[config.mk]
export PLATFORM = sky130hd
export DESIGN_NAME = tdm_demux
export DESIGN_NICKNAME = d
export VERILOG_FILES = /design/src/rtl/tdm_demux_pkg.sv /design/src/rtl/tdm_slot_counter.sv /design/src/rtl/tdm_demux.sv
export SDC_FILE = /design/constraint.sdc
export NUM_CORES = 1
export LEC_CHECK = 0
export CAP_MARGIN = 30
export CORE_ASPECT_RATIO = 1.4
export CORE_MARGIN = 3
export CORE_UTILIZATION = 43
export DETAILED_ROUTE_END_ITERATION = 7
export PLACE_DENSITY = 0.81
export SETUP_SLACK_MARGIN = 0.1
export SYNTH_ARGS = -nofsm -noshare
export SYNTH_HDL_FRONTEND = slang
export SYNTH_HIERARCHICAL = 1
export SYNTH_SLANG_ARGS = --single-unit
[constraint.sdc]
create_clock -name clk -period 3.2 [get_ports clk]
set_input_delay 0.96 -clock clk [delete_from_list [all_inputs] [get_ports clk]]
set_output_delay 0.96 -clock clk [all_outputs]
set_load 0.005 [all_outputs]
[src/rtl/tdm_demux_pkg.sv]
// tdm_demux_pkg: shared types and constants for the TDM demultiplexer.
//   state_t      - receiver framing state (HUNT / RUN)
//   DEF_CHANNELS - default slots per frame
//   DEF_WIDTH    - default bits per channel sample
//   ERRCNT_MAX   - saturation value of the framing-error counter
package tdm_demux_pkg;

  typedef enum logic {
    HUNT = 1'b0,
    RUN  = 1'b1
  } state_t;

  localparam int DEF_CHANNELS = 8;
  localparam int DEF_WIDTH    = 1;

  localparam logic [7:0] ERRCNT_MAX = 8'hFF;

endpackage

[src/rtl/tdm_slot_counter.sv]
// tdm_slot_counter: modulo-CHANNELS slot index with synchronous load-to-1.
//   clk, rst_n - clock, async active-low reset
//   adv        - advance to the next slot (wraps to 0 after CHANNELS-1)
//   load1      - restart a frame: the current sample took slot 0, next is 1
//   slot       - index the next accepted sample will occupy
//   wrap       - advancing out of the last slot this cycle
module tdm_slot_counter
  import tdm_demux_pkg::*;
#(
  parameter int CHANNELS = DEF_CHANNELS,
  parameter int SEL_W    = $clog2(CHANNELS)
) (
  input  logic             clk,
  input  logic             rst_n,
  input  logic             adv,
  input  logic             load1,
  output logic [SEL_W-1:0] slot,
  output logic             wrap
);

  assign wrap = adv && (slot == SEL_W'(CHANNELS - 1));

  always_ff @(posedge clk or negedge rst_n) begin
    if (!rst_n) begin
      slot <= '0;
    end else if (load1) begin
      slot <= SEL_W'(1);
    end else if (adv) begin
      slot <= wrap ? '0 : slot + SEL_W'(1);
    end
  end

endmodule

[src/rtl/tdm_demux.sv]
// tdm_demux: receive end of the TDM path. Steers one serial sample per slot
// into a shadow frame and publishes the whole frame at once when the last
// slot is filled.
//   clk, rst_n  - clock, async active-low reset
//   in_valid    - sample present on in_data
//   in_data     - serial sample
//   frame_start - with in_valid, marks the sample as slot 0
//   out         - last complete frame, slot k at [k*WIDTH +: WIDTH]
//   out_valid   - one-cycle pulse when out updates
//   slot        - index the next accepted sample will occupy
//   synced      - high while in RUN
//   frame_err   - one-cycle pulse on frame_start at a non-zero slot
//   err_count   - saturating framing-error count; only built when
//                 TDM_DEMUX_ERRCNT_EN is defined, otherwise tied to 0
//
// state | meaning
// HUNT  | waiting for the first frame_start, samples discarded
// RUN   | locked, every valid sample fills the next slot
module tdm_demux
  import tdm_demux_pkg::*;
#(
  parameter int WIDTH    = DEF_WIDTH,
  parameter int CHANNELS = DEF_CHANNELS,
  parameter int SEL_W    = $clog2(CHANNELS)
) (
  input  logic                      clk,
  input  logic                      rst_n,
  input  logic                      in_valid,
  input  logic [WIDTH-1:0]          in_data,
  input  logic                      frame_start,
  output logic [CHANNELS*WIDTH-1:0] out,
  output logic                      out_valid,
  output logic [SEL_W-1:0]          slot,
  output logic                      synced,
  output logic                      frame_err,
  output logic [7:0]                err_count
);

  state_t                    state;
  logic [CHANNELS*WIDTH-1:0] shadow;
  logic [CHANNELS*WIDTH-1:0] shadow_nxt;
  logic [SEL_W-1:0]          wr_idx;
  logic                      hunt_start;
  logic                      viol;
  logic                      restart;
  logic                      adv;
  logic                      wrap;

  assign hunt_start = (state == HUNT) && in_valid && frame_start;
  assign viol       = (state == RUN) && in_valid && frame_start && (slot != '0);
  // Both a first lock and a framing violation make the current sample slot 0.
  assign restart    = hunt_start || viol;
  assign adv        = (state == RUN) && in_valid && !viol;
  assign synced     = (state == RUN);

  tdm_slot_counter #(
    .CHANNELS (CHANNELS),
    .SEL_W    (SEL_W)
  ) u_slot_counter (
    .clk   (clk),
    .rst_n (rst_n),
    .adv   (adv),
    .load1 (restart),
    .slot  (slot),
    .wrap  (wrap)
  );

  // Shadow with the current sample merged in, so the last slot can be
  // published on the same edge that accepts it.
  always_comb begin
    wr_idx     = restart ? '0 : slot;
    shadow_nxt = shadow;
    if (restart || adv) begin
      shadow_nxt[int'(wr_idx)*WIDTH +: WIDTH] = in_data;
    end
  end

  always_ff @(posedge clk or negedge rst_n) begin
    if (!rst_n) begin
      state     <= HUNT;
      shadow    <= '0;
      out       <= '0;
      out_valid <= 1'b0;
      frame_err <= 1'b0;
    end else begin
      out_valid <= wrap;
      frame_err <= viol;
      shadow    <= shadow_nxt;
      if (wrap) begin
        out <= shadow_nxt;
      end
      if (hunt_start) begin
        state <= RUN;
      end
    end
  end

`ifdef TDM_DEMUX_ERRCNT_EN
  logic [7:0] err_cnt_q;

  always_ff @(posedge clk or negedge rst_n) begin
    if (!rst_n) begin
      err_cnt_q <= 8'd0;
    end else if (viol && (err_cnt_q != ERRCNT_MAX)) begin
      err_cnt_q <= err_cnt_q + 8'd1;
    end
  end

  assign err_count = err_cnt_q;
`else
  assign err_count = 8'd0;
`endif

endmodule

==> flow_summary.yaml, run 1 <==
status:
  outcome: "finished, final reports clean"
grt:
  grt_max_degree: 23
  grt_first_pass_wirelength_mm: 4.28
  grt_use_total_pct: 16.5
  grt_pass1_vias: 1013
  grt_overflow_total: 0
  antenna_found_initial: 0
synth:
  avgSynthCellArea_um2: 9.98
  yosys_warnings: 6
  syn_inst: 122
  synth.distinct_cells: 39
  ys_seq_area_share_pct: 45.2
  ys.flop_type: "dfrtp_1"
  syn_area_mm2: 0.00122
  synth_seq_cells: 22
  async_flop_share_pct: 100
  synth_edf_count: 0
power_and_ir_drop:
  p_leak_nw: 0.694
  powerDensity_mw_per_mm2: 783
  peakVddDrop_mv: 0.432
cts:
  cts.clk_slew.worst_paths_ns: 0.12
  post_cts_buffers: 0
  clk_latency_ns: 0.30
  clock-root-buffer: "clkbuf_4"
  cts_tree: "done"
  cts.sinks: 22
  cts_made_buffers: 3
  ctsResizeCount: 2
  h-tree-depth: 1
  clockBufferDepth: 2
  cts_hold_buffers: 0
detailed_routing:
  wl_per_cell_um: 13.5
  drt_wl_total_mm: 2.54
  remaining_drc_errors: 0
  viasPerCell: 5.22
  first_pass_iters: 3
  ant_nets: 0
  drtIter0Drc: 9
  vias: 986
sta:
  period_share_pct: 91.1
  rsz0062_at_grt: "no"
  worst_slack_ns: 0.286
  final.setup_skew_ns: 0.00438
  setup_viol: 0
  finalMaxSlewViolations: 0
  hold_viol: 0
  period_minus_slack_ns: 2.91
  fmax_ghz: 0.343
floorplanning:
  start_util_pct: 45.6
  placementRows: 22
  die-area_mm2: 0.00351
  coreArea_mm2: 0.00267
  pin_count: 27
  die_w_um: 51.0
  dieHeight_um: 69.0
final_layout:
  post-route-util_pct: 57.0
  nets: 165
  area_delta_synth_final_pct: 25.0
  design_area_mm2: 0.00152
  final_cells: 189
  diodes: 0
  drive_above_1_share_pct: 15.0
critical_path:
  start_kind: "input pin"
  crit_type: "in2reg"
  arrival_ns: 3.12
  cp.required_ns: 3.40
  critPathMaxFanout: 9
  worst_setup_path_end_kind: "register"
place:
  gp_congestion: 0.910
  post-place-ws_ns: -0.288
  dpl_cell_area_mm2: 0.00150
  dp.cells: 186
  dpl.hpwl_mm: 1.98
  port_buffers: 18
run:
  cap_violations: 0
hold_path:
  hold_path_class: "reg2reg"
## through the flow
stage	hold slack, ns	TNS (ns)	total power [W]
after floorplan	0.456	0	0.000747
after global placement	0.467	-0.895	0.00105
after detailed placement	0.476	-1.55	0.00107
after CTS	0.503	0	0.00120
after global routing	0.532	0	0.00129
final	0.498	0	0.00119
## critical path, cell delays in order
cell and delay, ns:
dlygate4sd2_1 0.31, a21bo_2 0.25, ha_1 0.22, ha_1 0.19, or2_0 0.27, or4_1 0.58
mux2_1 0.33
## power breakdown
part	internal, W	switching [W]	leakage (nW)
clock network	0.0000440	0.0000797	0.0138
registers	0.000382	0.0000725	0.268
logic	0.000355	0.000258	0.412
## cell usage after synthesis, types with 3 or more instances
| master | instances | area [µm²] |
|---|---|---|
| a31oi_1 | 3 | 18.8 |
| and2_1 | 4 | 25.0 |
| nand2_1 | 12 | 45.0 |
| o221ai_1 | 5 | 43.8 |
| nand2b_1 | 4 | 25.0 |
| dfrtp_1 | 22 | 551 |
| buf_4 | 8 | 60.1 |
| a21oi_1 | 3 | 15.0 |
| or4_1 | 3 | 22.5 |
| inv_1 | 7 | 26.3 |
| ha_1 | 5 | 62.6 |
| mux2_1 | 3 | 33.8 |
| nor2_1 | 7 | 26.3 |
| o41ai_1 | 3 | 26.3 |
| o21ai_0 | 3 | 15.0 |
## placed cells by master (no fill, tap or decap), types with 2 or more instances in the layout
cell type,instances
nand4b_1,2
mux2_1,3
nor2_1,7
nand2b_1,4
ha_1,5
nor3b_1,2
nand4_1,2
buf_4,14
nand3b_1,2
or4_1,3
mux2_2,2
clkbuf_4,3
o21ai_0,3
o221ai_1,5
o41ai_1,3
dfrtp_1,22
conb_1,8
or3_1,2
a21oi_1,3
inv_1,7
clkdlybuf4s50_1,16
dlygate4sd2_1,2
a31oi_1,3
nand2_1,12
and2_1,4
## metal layers
metal | GRT usage [%] | routed length [µm]
met2 | 29.8 | 1330
met4 | 9.76 | 69
met1 | 18.0 | 1070
met5 | 0 | 0
met3 | 2.58 | 74
## flip-flops by register name, indices dropped and copies added, names as in the netlist
signal and count:
u_slot_counter/slot 3, out_valid 1, out 8, frame_err 1
synced 1, shadow 8
## final cells by class
class | instances | area, µm²
Tap cell | 36 | 45.0
Multi-Input combinational cell | 89 | 594
Clock buffer | 3 | 22.5
Sequential cell | 22 | 551
Timing Repair Buffer | 32 | 283
Fill cell | 261 | 1150
Inverter | 7 | 26.3
## kinds of logic after synthesis
kind of cell / synth area share [%]
AND/OR/NAND/NOR: 21.7
AO/OA/AOI/OAI: 14.1
flip-flops: 45.2
buffers and inverters: 8.12
multiplexers: 5.45
adder cells (fa/ha/maj): 5.14
other: 0.308
## path summary, 6_finish.rpt
kind                                               startpoint                                 end  cells past startpoint  slack [ns]
max                                               frame_start                 shadow[6]$_DFF_PN0_                      7        0.29
min                                       shadow[2]$_DFF_PN0_                 shadow[2]$_DFF_PN0_                      1        0.50
max reg2reg                u_slot_counter/slot[0]$_DFFE_PN0P_                 shadow[6]$_DFF_PN0_                      6        0.66
min reg2reg                               shadow[2]$_DFF_PN0_                 shadow[2]$_DFF_PN0_                      1        0.50
max in group asynchronous                               rst_n                 shadow[1]$_DFF_PN0_                      2        2.00
min in group asynchronous                               rst_n  u_slot_counter/slot[1]$_DFFE_PN0P_                      2        0.98
No activity file was read; power rests on OpenSTA's default activity.
==> inputs of run 2 (changes only) <==
Settings changed: PLACE_DENSITY 0.81 to 0.82, SKIP_LAST_GASP set to 1, SYNTH_HIERARCHICAL 1 to not set.
==> run 2 against run 1 <==
  * Hold slack improved by 0.011 ns
  * Sequential power fell by 0.9%
  * Final cell count fell by 11%
  * Largest cell class is now sequential cells
==> flow_summary.yaml, run 2 <==
power_and_ir_drop:
  finalPower_w: 0.00108
  p_leak_nw: 0.636
  peakVddDrop_mv: 0.437
  powerDensity_mw_per_mm2: 778
status:
  outcome: "finished, final reports clean"
critical_path:
  crit_type: "in2reg"
  start_kind: "input pin"
  worst_setup_path_end_kind: "register"
  cpPeakStageDelay_ns: 0.47
  cp_slowest_cell: "clkdlybuf4s50_1"
  critPathMaxFanout: 5
  cp.required_ns: 3.43
  cp_num_buf_inv: 1
  r2r_setup_slack_ns: 0.50
  arrival_ns: 3.09
  worst_path_dominant_cell_family: "simple AND/OR/NAND/NOR gates"
  crit_top_cell: "ha_1"
  crit_chain: "clkdlybuf4s50_1, nand2_1, o21ai_0, ha_1, ha_1, nor2_1, nand3_1, or4_4, a31oi_4"
detailed_routing:
  remaining_drc_errors: 0
  drtIter0Drc: 14
  viasPerCell: 5.01
  ant_nets: 0
  drt_wl_total_mm: 2.08
  vias: 847
  wl_per_cell_um: 12.3
  first_pass_iters: 4
synth:
  synth_edf_count: 0
  synth.top_cell.area_share_pct: 48.5
  synth_top_family_by_area: "compound AO/OA/AOI/OAI gates"
  synth_common_cells: "dfrtp_1, nor2_1, nand2_1"
  yosys.area.top_type: "dfrtp_1"
  synth_seq_cells: 22
  ys_seq_area_share_pct: 48.5
  avgSynthCellArea_um2: 10.3
  yosys.area_share.simple_pct: 14.1
  synthAdderAreaFrac_pct: 6.61
  yosys_warnings: 0
  synthXorXnorAreaFrac_pct: 0
  synthMuxAreaShare_pct: 0.881
  synth.distinct_cells: 31
  ys.flop_type: "dfrtp_1"
  syn_area_mm2: 0.00114
  async_flop_share_pct: 100
  syn_inst: 110
  synth_compound_area_share_pct: 21.3
  synth.top_cells.by_area: "dfrtp_1, ha_1, buf_4"
  yosysMostFrequentCell: "dfrtp_1"
floorplanning:
  pin_count: 27
  start_util_pct: 46.5
  placementRows: 21
  dieHeight_um: 66.8
  coreArea_mm2: 0.00244
  die-area_mm2: 0.00330
  die_w_um: 49.4
final_layout:
  nets: 147
  final_common_cell: "dfrtp_1"
  drive_above_1_share_pct: 11.1
  reg.largest.list: "out (8), shadow (8), u_slot_counter.slot (3)"
  diodes: 0
  area_delta_synth_final_pct: 22.4
  final_cell_mix: "dfrtp_1, clkdlybuf4s50_1, nor2_1, nand2_1, conb_1"
cts:
  clock-root-buffer: "clkbuf_4"
  h-tree-depth: 1
  ctsResizeCount: 0
  cts_tree: "done"
  post_cts_buffers: 0
  cts_hold_buffers: 0
  clockBufferDepth: 2
  clk_latency_ns: 0.30
  cts.clk_slew.worst_paths_ns: 0.11
  cts.sinks: 22
  cts_made_buffers: 3
grt:
  antenna_found_initial: 0
  grt.met1_usage_pct: 15.6
  grt_use_total_pct: 13.3
  gr-usage-met2_pct: 23.8
  met3_usage_pct: 2.46
  grt_pass1_vias: 785
  grt_first_pass_wirelength_mm: 3.42
  grt.busiest_layer: "met2"
  grt_max_degree: 23
  grt_overflow_total: 0
sta:
  hold_viol: 0
  period_minus_slack_ns: 2.86
  fmax_ghz: 0.350
  setup_viol: 0
  period_share_pct: 89.3
  finalMaxSlewViolations: 0
  final.setup_skew_ns: 0.00287
  rsz0062_at_grt: "no"
  tns_ns: 0
place:
  gp_congestion: 0.815
  dpl.hpwl_mm: 1.63
  port_buffers: 18
run:
  cap_violations: 0
hold_path:
  hold_path_class: "reg2reg"
==> run 2: cell types whose count changed after synthesis, sizes merged, moves of 3 or more <==
cell / change
and2: -5
mux2: -5
nor2: +5
o21ai: +5
o221ai: -4
o31ai: +4
o41ai: -3
==> run 2: logic make-up (layout without fill, tap and decap cells) <==
logic type | Yosys count | count (layout)
AO/OA/AOI/OAI | 32 | 32
adder cells (fa/ha/maj) | 6 | 6
buffers and inverters | 15 | 33
flip-flops | 22 | 22
multiplexers | 1 | 1
other | 1 | 8
AND/OR/NAND/NOR | 33 | 33
==> run 2: area by class of cell <==
| cell class | instances | area [µm²] |
|---|---|---|
| Tap cell | 34 | 42.5 |
| Inverter | 5 | 18.8 |
| Clock buffer | 4 | 36.3 |
| Timing Repair Buffer | 24 | 225 |
| Sequential cell | 22 | 551 |
| Fill cell | 208 | 1050 |
| Multi-Input combinational cell | 80 | 517 |
==> run 2: power breakdown <==
part / switching [W] / internal, W / leakage [nW] / total (W)
combinational: 0.000232 / 0.000249 / 0.337 / 0.000481
sequential: 0.0000679 / 0.000383 / 0.278 / 0.000451
clock: 0.0000798 / 0.0000694 / 0.0210 / 0.000149
==> run 2: final timing paths <==
path,cells after the start,end,from
max,9,out[0]$_DFFE_PN0P_,frame_start
min,2,shadow[7]$_DFF_PN0_,shadow[7]$_DFF_PN0_
max reg2reg,10,out[0]$_DFFE_PN0P_,u_slot_counter.slot[0]$_DFFE_PN0N_
min reg2reg,2,shadow[7]$_DFF_PN0_,shadow[7]$_DFF_PN0_
max in group asynchronous,2,out[0]$_DFFE_PN0P_,rst_n
min in group asynchronous,2,out[3]$_DFFE_PN0P_,rst_n
==> run 2: metrics by stage <==
stage	hold slack [ns]	std cells	setup slack (ns)	utilization, %	instance area (µm²)
after floorplan	0.451	117	0.487	-	1160
after global placement	0.466	165	0.113	55.4	1350
after detailed placement	0.476	165	0.0148	55.4	1350
after CTS	0.505	169	0.338	56.9	1390
after global routing	0.548	169	0.211	56.9	1390
final	0.509	169	0.341	56.9	1390
==> run 2: routing by layer <==
layer,share of wire (%),vias to the layer above
li1,-,431
met4,1.3,0
met2,52,14
met3,2.9,4
met5,0,-
met1,44,398
==> run 2: worst min-delay path: cells and delay by family, from the launching register on <==
| family | cells | cell delay [ns] |
|---|---|---|
| DFF | 1 | 0.35 |
| muxes | 1 | 0.08 |
| buffers and inverters | 1 | 0.06 |
==> inputs of run 3 (changes only) <==
--- a/config.mk
+++ b/config.mk
@@ -9,3 +9,2 @@
 export CORE_ASPECT_RATIO = 1.4
-export CORE_MARGIN = 3
 export CORE_UTILIZATION = 43
==> constraint.sdc (replaced) <==
create_clock -name clk -period 3.2 [get_ports clk]
set_input_delay 0.48 -clock clk [delete_from_list [all_inputs] [get_ports clk]]
set_output_delay 0.48 -clock clk [all_outputs]
set_load 0.005 [all_outputs]
==> run 3 against run 2 <==
  * Maximum frequency shrank 0.78%
  * Power grew 0.48%
  * Clock skew grew 0.0018 ns
  * Die area shrank 14%
  * Highest routed layer unchanged
==> flow_summary.yaml, run 3 (synthesis gave the netlist of run 2 again) <==
floorplanning:
  placementRows: 21
  die-area_mm2: 0.00285
  coreArea_mm2: 0.00244
  dieHeight_um: 62.8
  start_util_pct: 46.5
  die_w_um: 45.4
  pin_count: 27
grt:
  grt_use_total_pct: 17.4
  grt_overflow_total: 0
  grt_pass1_vias: 838
  grt_first_pass_wirelength_mm: 3.70
  antenna_found_initial: 0
  grt_max_degree: 23
critical_path:
  crit_type: "reg2reg"
  r2r_setup_slack_ns: 0.32
  worst_setup_path_end_kind: "register"
  critPathMaxFanout: 8
  cp.required_ns: 3.45
  start_kind: "register"
  arrival_ns: 3.13
hold_path:
  hold_path_class: "in2async"
cts:
  cts_made_buffers: 3
  h-tree-depth: 1
  clockBufferDepth: 2
  cts_tree: "done"
  clk_latency_ns: 0.31
  cts.sinks: 22
  clock-root-buffer: "clkbuf_4"
  cts.clk_slew.worst_paths_ns: 0.12
  ctsResizeCount: 0
  cts_hold_buffers: 0
  post_cts_buffers: 0
sta:
  period_share_pct: 90.0
  relSlewSlack_pct: 64.9
  period_minus_slack_ns: 2.88
  whs_ns: 0.496
  finalMaxSlewViolations: 0
  setup_viol: 0
  rsz0062_at_grt: "no"
  tns_ns: 0
  worstMarginPinSlew_ns: 0.525
  final.setup_skew_ns: 0.00472
  fmax_ghz: 0.347
  hold_viol: 0
detailed_routing:
  ant_nets: 0
  viasPerCell: 5.19
  drtIter0Drc: 25
  vias: 857
  drt_wl_total_mm: 2.19
  remaining_drc_errors: 0
  first_pass_iters: 4
  wl_per_cell_um: 13.2
final_layout:
  multi_input_area_um2: 517
  nets: 143
  diodes: 0
  reg.largest.list: "out (8), shadow (8), u_slot_counter.slot (3)"
  final_cell_mix: "dfrtp_1, clkdlybuf4s50_1, nor2_1, nand2_1, conb_1"
  regArea_um2: 551
  drive_above_1_share_pct: 8.40
  n_fill_cell: 224
  final_common_cell: "dfrtp_1"
  area_delta_synth_final_pct: 20.4
place:
  port_buffers: 18
  gp_congestion: 0.901
  dpl.hpwl_mm: 1.59
power_and_ir_drop:
  p_leak_nw: 0.620
  peakVddDrop_mv: 0.421
  powerDensity_mw_per_mm2: 794
run:
  cap_violations: 0
status:
  outcome: "finished, final reports clean"
-- run 3: cell count changes in the layout (fill, tap and decap cells not counted) --
| cell | delta |
|---|---|
| buf_8 | +1 |
| buf_4 | -5 |
-- run 3: critical path, stage by stage, from the launching register on --
cell     delay (ns)
dfrtp_1        0.51
inv_1          0.13
ha_1           0.24
and3b_1        0.26
o21ai_2        0.28
ha_1           0.24
ha_1           0.28
nor2_1         0.15
nand3_1        0.11
or4_4          0.45
a31oi_4        0.17
-- run 3: per-layer routing --
metal	GRT usage, %	up-vias	share of wire [%]
met2	28.0	30	53
li1	-	421	-
met5	0	-	0
met3	2.60	5	4.5
met1	22.0	401	41
met4	7.95	0	1.7
-- run 3: path summary, 6_finish.rpt --
kind	start	to	cells past startpoint
setup / recovery	u_slot_counter.slot[0]$_DFFE_PN0N_	out[0]$_DFFE_PN0P_	10
hold reg to reg	shadow[7]$_DFF_PN0_	shadow[7]$_DFF_PN0_	2
min in group clk	shadow[7]$_DFF_PN0_	shadow[7]$_DFF_PN0_	2
hold / removal	rst_n	shadow[0]$_DFF_PN0_	1
max in group asynchronous	rst_n	out[5]$_DFFE_PN0P_	2
setup reg to reg	u_slot_counter.slot[0]$_DFFE_PN0N_	out[0]$_DFFE_PN0P_	10
-- run 3: power by group --
| group | switching [W] | total [W] | internal (W) | leakage, nW |
|---|---|---|---|---|
| combinational | 0.000235 | 0.000478 | 0.000243 | 0.321 |
| clock | 0.0000849 | 0.000155 | 0.0000696 | 0.0210 |
| sequential | 0.0000703 | 0.000453 | 0.000383 | 0.278 |
-- run 3: final cells by class --
| type | instances | share of cell area (%) |
|---|---|---|
| Sequential cell | 22 | 40.3 |
| Clock buffer | 4 | 2.65 |
| Inverter | 5 | 1.37 |
| Timing Repair Buffer | 20 | 14.8 |
| Multi-Input combinational cell | 80 | 37.8 |
| Tap cell | 34 | 3.11 |
-- run 3: stage by stage --
stage | setup slack, ns | instances | cell area, µm² | power, W | utilization, %
2_1_floorplan | 0.608 | 117 | 1160 | 0.000735 | -
3_3_place_gp | 0.251 | 160 | 1320 | 0.000903 | 53.9
3_5_place_dp | 0.101 | 160 | 1320 | 0.000936 | 53.9
4_1_cts | 0.325 | 164 | 1350 | 0.00109 | 55.4
5_1_grt | 0.136 | 165 | 1370 | 0.00117 | 56.0
6_report | 0.319 | 165 | 1370 | 0.00109 | 56.0
==> variant 1 (config.mk and constraints of run 1) <==
Add an input register stage for `in_valid`, `in_data` and `frame_start`; this delays them by one clock. Comments in the files are not updated.
--- a/src/rtl/tdm_demux.sv
+++ b/src/rtl/tdm_demux.sv
@@ -37,4 +37,14 @@
 );
 
+  logic in_valid_q;
+  logic [WIDTH-1:0] in_data_q;
+  logic frame_start_q;
+
+  always_ff @(posedge clk) begin
+    in_valid_q    <= in_valid;
+    in_data_q     <= in_data;
+    frame_start_q <= frame_start;
+  end
+
   state_t                    state;
   logic [CHANNELS*WIDTH-1:0] shadow;
@@ -47,9 +57,9 @@
   logic                      wrap;
 
-  assign hunt_start = (state == HUNT) && in_valid && frame_start;
-  assign viol       = (state == RUN) && in_valid && frame_start && (slot != '0);
+  assign hunt_start = (state == HUNT) && in_valid_q && frame_start_q;
+  assign viol       = (state == RUN) && in_valid_q && frame_start_q && (slot != '0);
   // Both a first lock and a framing violation make the current sample slot 0.
   assign restart    = hunt_start || viol;
-  assign adv        = (state == RUN) && in_valid && !viol;
+  assign adv        = (state == RUN) && in_valid_q && !viol;
   assign synced     = (state == RUN);
 
@@ -72,5 +82,5 @@
     shadow_nxt = shadow;
     if (restart || adv) begin
-      shadow_nxt[int'(wr_idx)*WIDTH +: WIDTH] = in_data;
+      shadow_nxt[int'(wr_idx)*WIDTH +: WIDTH] = in_data_q;
     end
   end
Function: changed (Yosys sat finds a counterexample within 4 cycles, from zero or initial values and one cycle with rst_n low).
==> variant 1 against run 1 <==
Synthesized area increased by 4.9%; setup slack better by 330 ps; hold slack better by 11 ps; critical path depth fell by 1; core utilization is 2.2 points lower; power down 8.6%; register-to-register slack lost 40 ps; global-route usage is 1.4 points lower; maximum frequency up 13%; sequential cell count is 3 higher; routed wire length down 2.2%; non-clock buffer count fell by 13; cell area decreased by 1.8%.
==> variant 1: results (changes against run 1) <==
outcome:
  status: "completed"  # unchanged
synthesis:
  ys_types: 40  # was 39
  synth.yosys.seq_area_share: 0.478  # was 0.452
  synth_fa_ha_area_frac: 0.0490  # was 0.0514
  synth_cells: 125  # was 122
  synth_area_leaders: "dfrtp_1, ha_1, dfxtp_1, buf_4, nand2_1"  # was dfrtp_1, ha_1, buf_4, nand2_1, o221ai_1
  synth.mux.area_fraction: 0.0519  # was 0.0545
  ys_async_sr_fraction: 0.880  # was 1.00
  synth_compound_area_frac: 0.134  # was 0.141
  synth_top_area_frac: 0.431  # was 0.452
route:
  dr_wl_met3_um: 89  # was 74 um
  dr.pass1.iters: 4  # was 3
  met1_length_mm: 1.02  # was 1.07 mm
  vias: 968  # was 986
  routed_wl_mm: 2.49  # was 2.54 mm
  drtIter0Drc: 15  # was 9
  dr_wl_met2_mm: 1.32  # was 1.33 mm
  wl_per_cell_um: 13.8  # was 13.5 um
global_routing:
  grt_util_met2: 0.246  # was 0.298
  grt_first_pass_wirelength_mm: 4.22  # was 4.28 mm
  use_met1: 0.172  # was 0.180
  grt_use_total: 0.151  # was 0.165
  grt_pass1_vias: 979  # was 1013
  grt_use_met3: 0.0256  # was 0.0258
placed_design:
  place_area_um2: 1460  # was 1500 um2
  pre_cts_ws_ps: 656  # was -288 ps
  dpl.cell_count: 176  # was 186
  hpwl_mm: 1.85  # was 1.98 mm
  gp_congestion: 0.795  # was 0.910
finish:
  seq_share: 0.409  # was 0.362
  multi_input_area_share: 0.398  # was 0.391
  nets: 155  # was 165
  ff_latch_area_um2: 611  # was 551 um2
  n_all_buffers: 19  # was 32
  multi_input_cells: 89  # unchanged
  buf_share: 0.126  # was 0.186
  clkbuf_count: 3  # unchanged
  final.fill_count: 244  # was 261
  clock_cell_area_share: 0.0201  # was 0.0148
  n_sequential_cell: 25  # was 22
  drive_gt1_frac: 0.0764  # was 0.150
timing:
  skew_ps: 2.19  # was 4.38 ps
setup_path:
  worstSetupPathType: "register to register"  # was primary input to register
  cp.arrival_ps: 2820  # was 3120 ps
  cp_max_fo: 11  # was 9
clock_tree:
  clock_latency_ps: 340  # was 300 ps
  clkSlewWorstSetupHoldPaths_ps: 140  # was 120 ps
  cts_resized: 0  # was 2
  htree_levels: 1  # unchanged
power:
  p_leak_nw: 0.643  # was 0.694 nW
  ir_drop_mv: 0.392  # was 0.432 mV
worst_hold_path:
  hold_start: "shadow[4]$_DFF_PN0_"  # was shadow[2]$_DFF_PN0_
[variant 1: cell types whose count changed after synthesis]
cell     delta
dfxtp_1     +3
[variant 1: path summary, 6_finish.rpt]
kind	end	slack (ps)	cells past startpoint
setup reg to reg	shadow[2]$_DFF_PN0_	620	6
min in group asynchronous	synced$_DFFE_PN0P_	940	2
hold reg to reg	shadow[4]$_DFF_PN0_	510	1
setup / recovery	shadow[2]$_DFF_PN0_	620	6
max in group asynchronous	shadow[6]$_DFF_PN0_	2050	2
hold / removal	shadow[4]$_DFF_PN0_	510	1
[variant 1: worst reg2reg max path: cells and delay by family (launching register included)]
family / cells / cell delay, ps
adders and majority gates: 2 / 430
and+or+nand+nor: 2 / 870
AOI/OAI and AO/OA: 1 / 280
muxes: 1 / 340
DFF: 1 / 560
[variant 1: where the power goes]
part	internal (mW)	switching [mW]	leakage [nW]
clock network	0.0481	0.104	0.0139
logic	0.229	0.229	0.317
registers	0.405	0.0743	0.311
total	0.682	0.407	0.643
==> variant 2 (flow settings as in run 1) <==
Made on the original files. The option `TDM_DEMUX_ERRCNT_EN` is turned on by a define.
--- a/src/rtl/tdm_demux.sv
+++ b/src/rtl/tdm_demux.sv
@@ -17,4 +17,6 @@
 // HUNT  | waiting for the first frame_start, samples discarded
 // RUN   | locked, every valid sample fills the next slot
+`define TDM_DEMUX_ERRCNT_EN
+
 module tdm_demux
   import tdm_demux_pkg::*;
Function: changed (a bounded check fails within 4 cycles, from zero or initial values and one cycle with rst_n low).
==> variant 2 against run 1 <==
First-iteration DRC count increased to 3.9 times the old value; cell area increased by 30%; sequential cell count increased by 8; setup slack better by 57 ps; maximum frequency up 2.0%; synthesized area increased by 27%; power up 38%; routed wire length is 29% higher; core utilization increased by 0.82 points; critical path type unchanged; largest cell class is now registers; largest power group is now sequential cells.
==> variant 2: results (changes against run 1) <==
outcome:
  status: "completed"  # unchanged
setup_path:
  cp.arrival_ps: 3020  # was 3120 ps
  path_delay_family: "adder cells"  # was simple AND/OR/NAND/NOR gates
  max_stage_delay_ps: 450  # was 580 ps
  ff2ff_setup_slack_ps: 1070  # was 660 ps
  critPathSlowestCell: "clkdlybuf4s50_1"  # was or4_1
power:
  p_sw_mw: 0.557  # was 0.410 mW
  p_leak_nw: 0.878  # was 0.694 nW
  ir_drop_mv: 0.558  # was 0.432 mV
route:
  dr.pass1.iters: 6  # was 3
  wl_per_cell_um: 15.2  # was 13.5 um
  vias: 1192  # was 986
  routed_wl_mm: 3.28  # was 2.54 mm
timing:
  skew_ps: 5.43  # was 4.38 ps
synthesis:
  synth.yosys.seq_area_share: 0.487  # was 0.452
  ys_top_cells_by_count: "dfrtp_1, nand2_1, inv_1, nand3_1, mux2_2"  # was dfrtp_1, nand2_1, buf_4, inv_1, nor2_1
  ys_types: 38  # was 39
  synth_cells: 139  # was 122
placed_design:
  gp_congestion: 0.868  # was 0.910
  place_area_um2: 1880  # was 1500 um2
  dpl.cell_count: 208  # was 186
  port_buffers: 26  # was 18
global_routing:
  grt_use_total: 0.168  # was 0.165
  grt_max_degree: 31  # was 23
  grt_pass1_vias: 1270  # was 1013
finish:
  drive_gt1_frac: 0.182  # was 0.150
  nets: 186  # was 165
clock_tree:
  clkSlewWorstSetupHoldPaths_ps: 60  # was 120 ps
  clockRootBuffer: "clkbuf_8"  # was clkbuf_4
  htree_levels: 2  # was 1
## variant 2: kinds of logic after synthesis
| family | share of synthesized area |
|---|---|
| simple gates | 0.209 |
| flops | 0.487 |
| compound gates | 0.101 |
| mux | 0.113 |
| buf+inv | 0.0301 |
| fa+ha+maj | 0.0487 |
| xor+xnor | 0.0114 |
## variant 2: final cells by class
type	count	area, um2
Inverter	10	37.5
Sequential cell	30	751
Tap cell	40	50.0
Timing Repair Buffer	31	298
Multi-Input combinational cell	97	743
Clock inverter	1	5.00
Clock buffer	7	86.3
Fill cell	292	1440
## variant 2: layer usage
layer	vias to the layer above	GRT usage	wire length [um]
met4	0	0.102	79
met5	-	0	0
met3	8	0.0522	187
met2	37	0.281	1670
li1	575	-	-
met1	572	0.182	1340
## variant 2: tightest hold or removal path: cells and delay by family (launching register included)
kind / cells / cell delay, ps
flops: 1 / 350
simple gates: 2 / 120
## variant 2: final timing paths
path / cells after the start / end / from
min reg2reg: 2 / out[6]$_DFFE_PN0P_ / out[6]$_DFFE_PN0P_
max reg2reg: 8 / out[2]$_DFFE_PN0P_ / u_slot_counter/slot[0]$_DFFE_PN0P_
min in group asynchronous: 2 / err_count[1]$_DFFE_PN0P_ / rst_n
max in group asynchronous: 2 / out[0]$_DFFE_PN0P_ / rst_n
max: 8 / shadow[0]$_DFF_PN0_ / in_valid
min: 2 / out[6]$_DFFE_PN0P_ / out[6]$_DFFE_PN0P_
## variant 2: power by group through the flow
stage / combinational [mW] / clock (mW) / sequential [mW]
2_1_floorplan: 0.371 / 0 / 0.657
3_3_place_gp: 0.640 / 0 / 0.666
3_5_place_dp: 0.674 / 0 / 0.679
4_1_cts: 0.677 / 0.321 / 0.675
5_1_grt: 0.737 / 0.341 / 0.700
6_report: 0.669 / 0.308 / 0.672
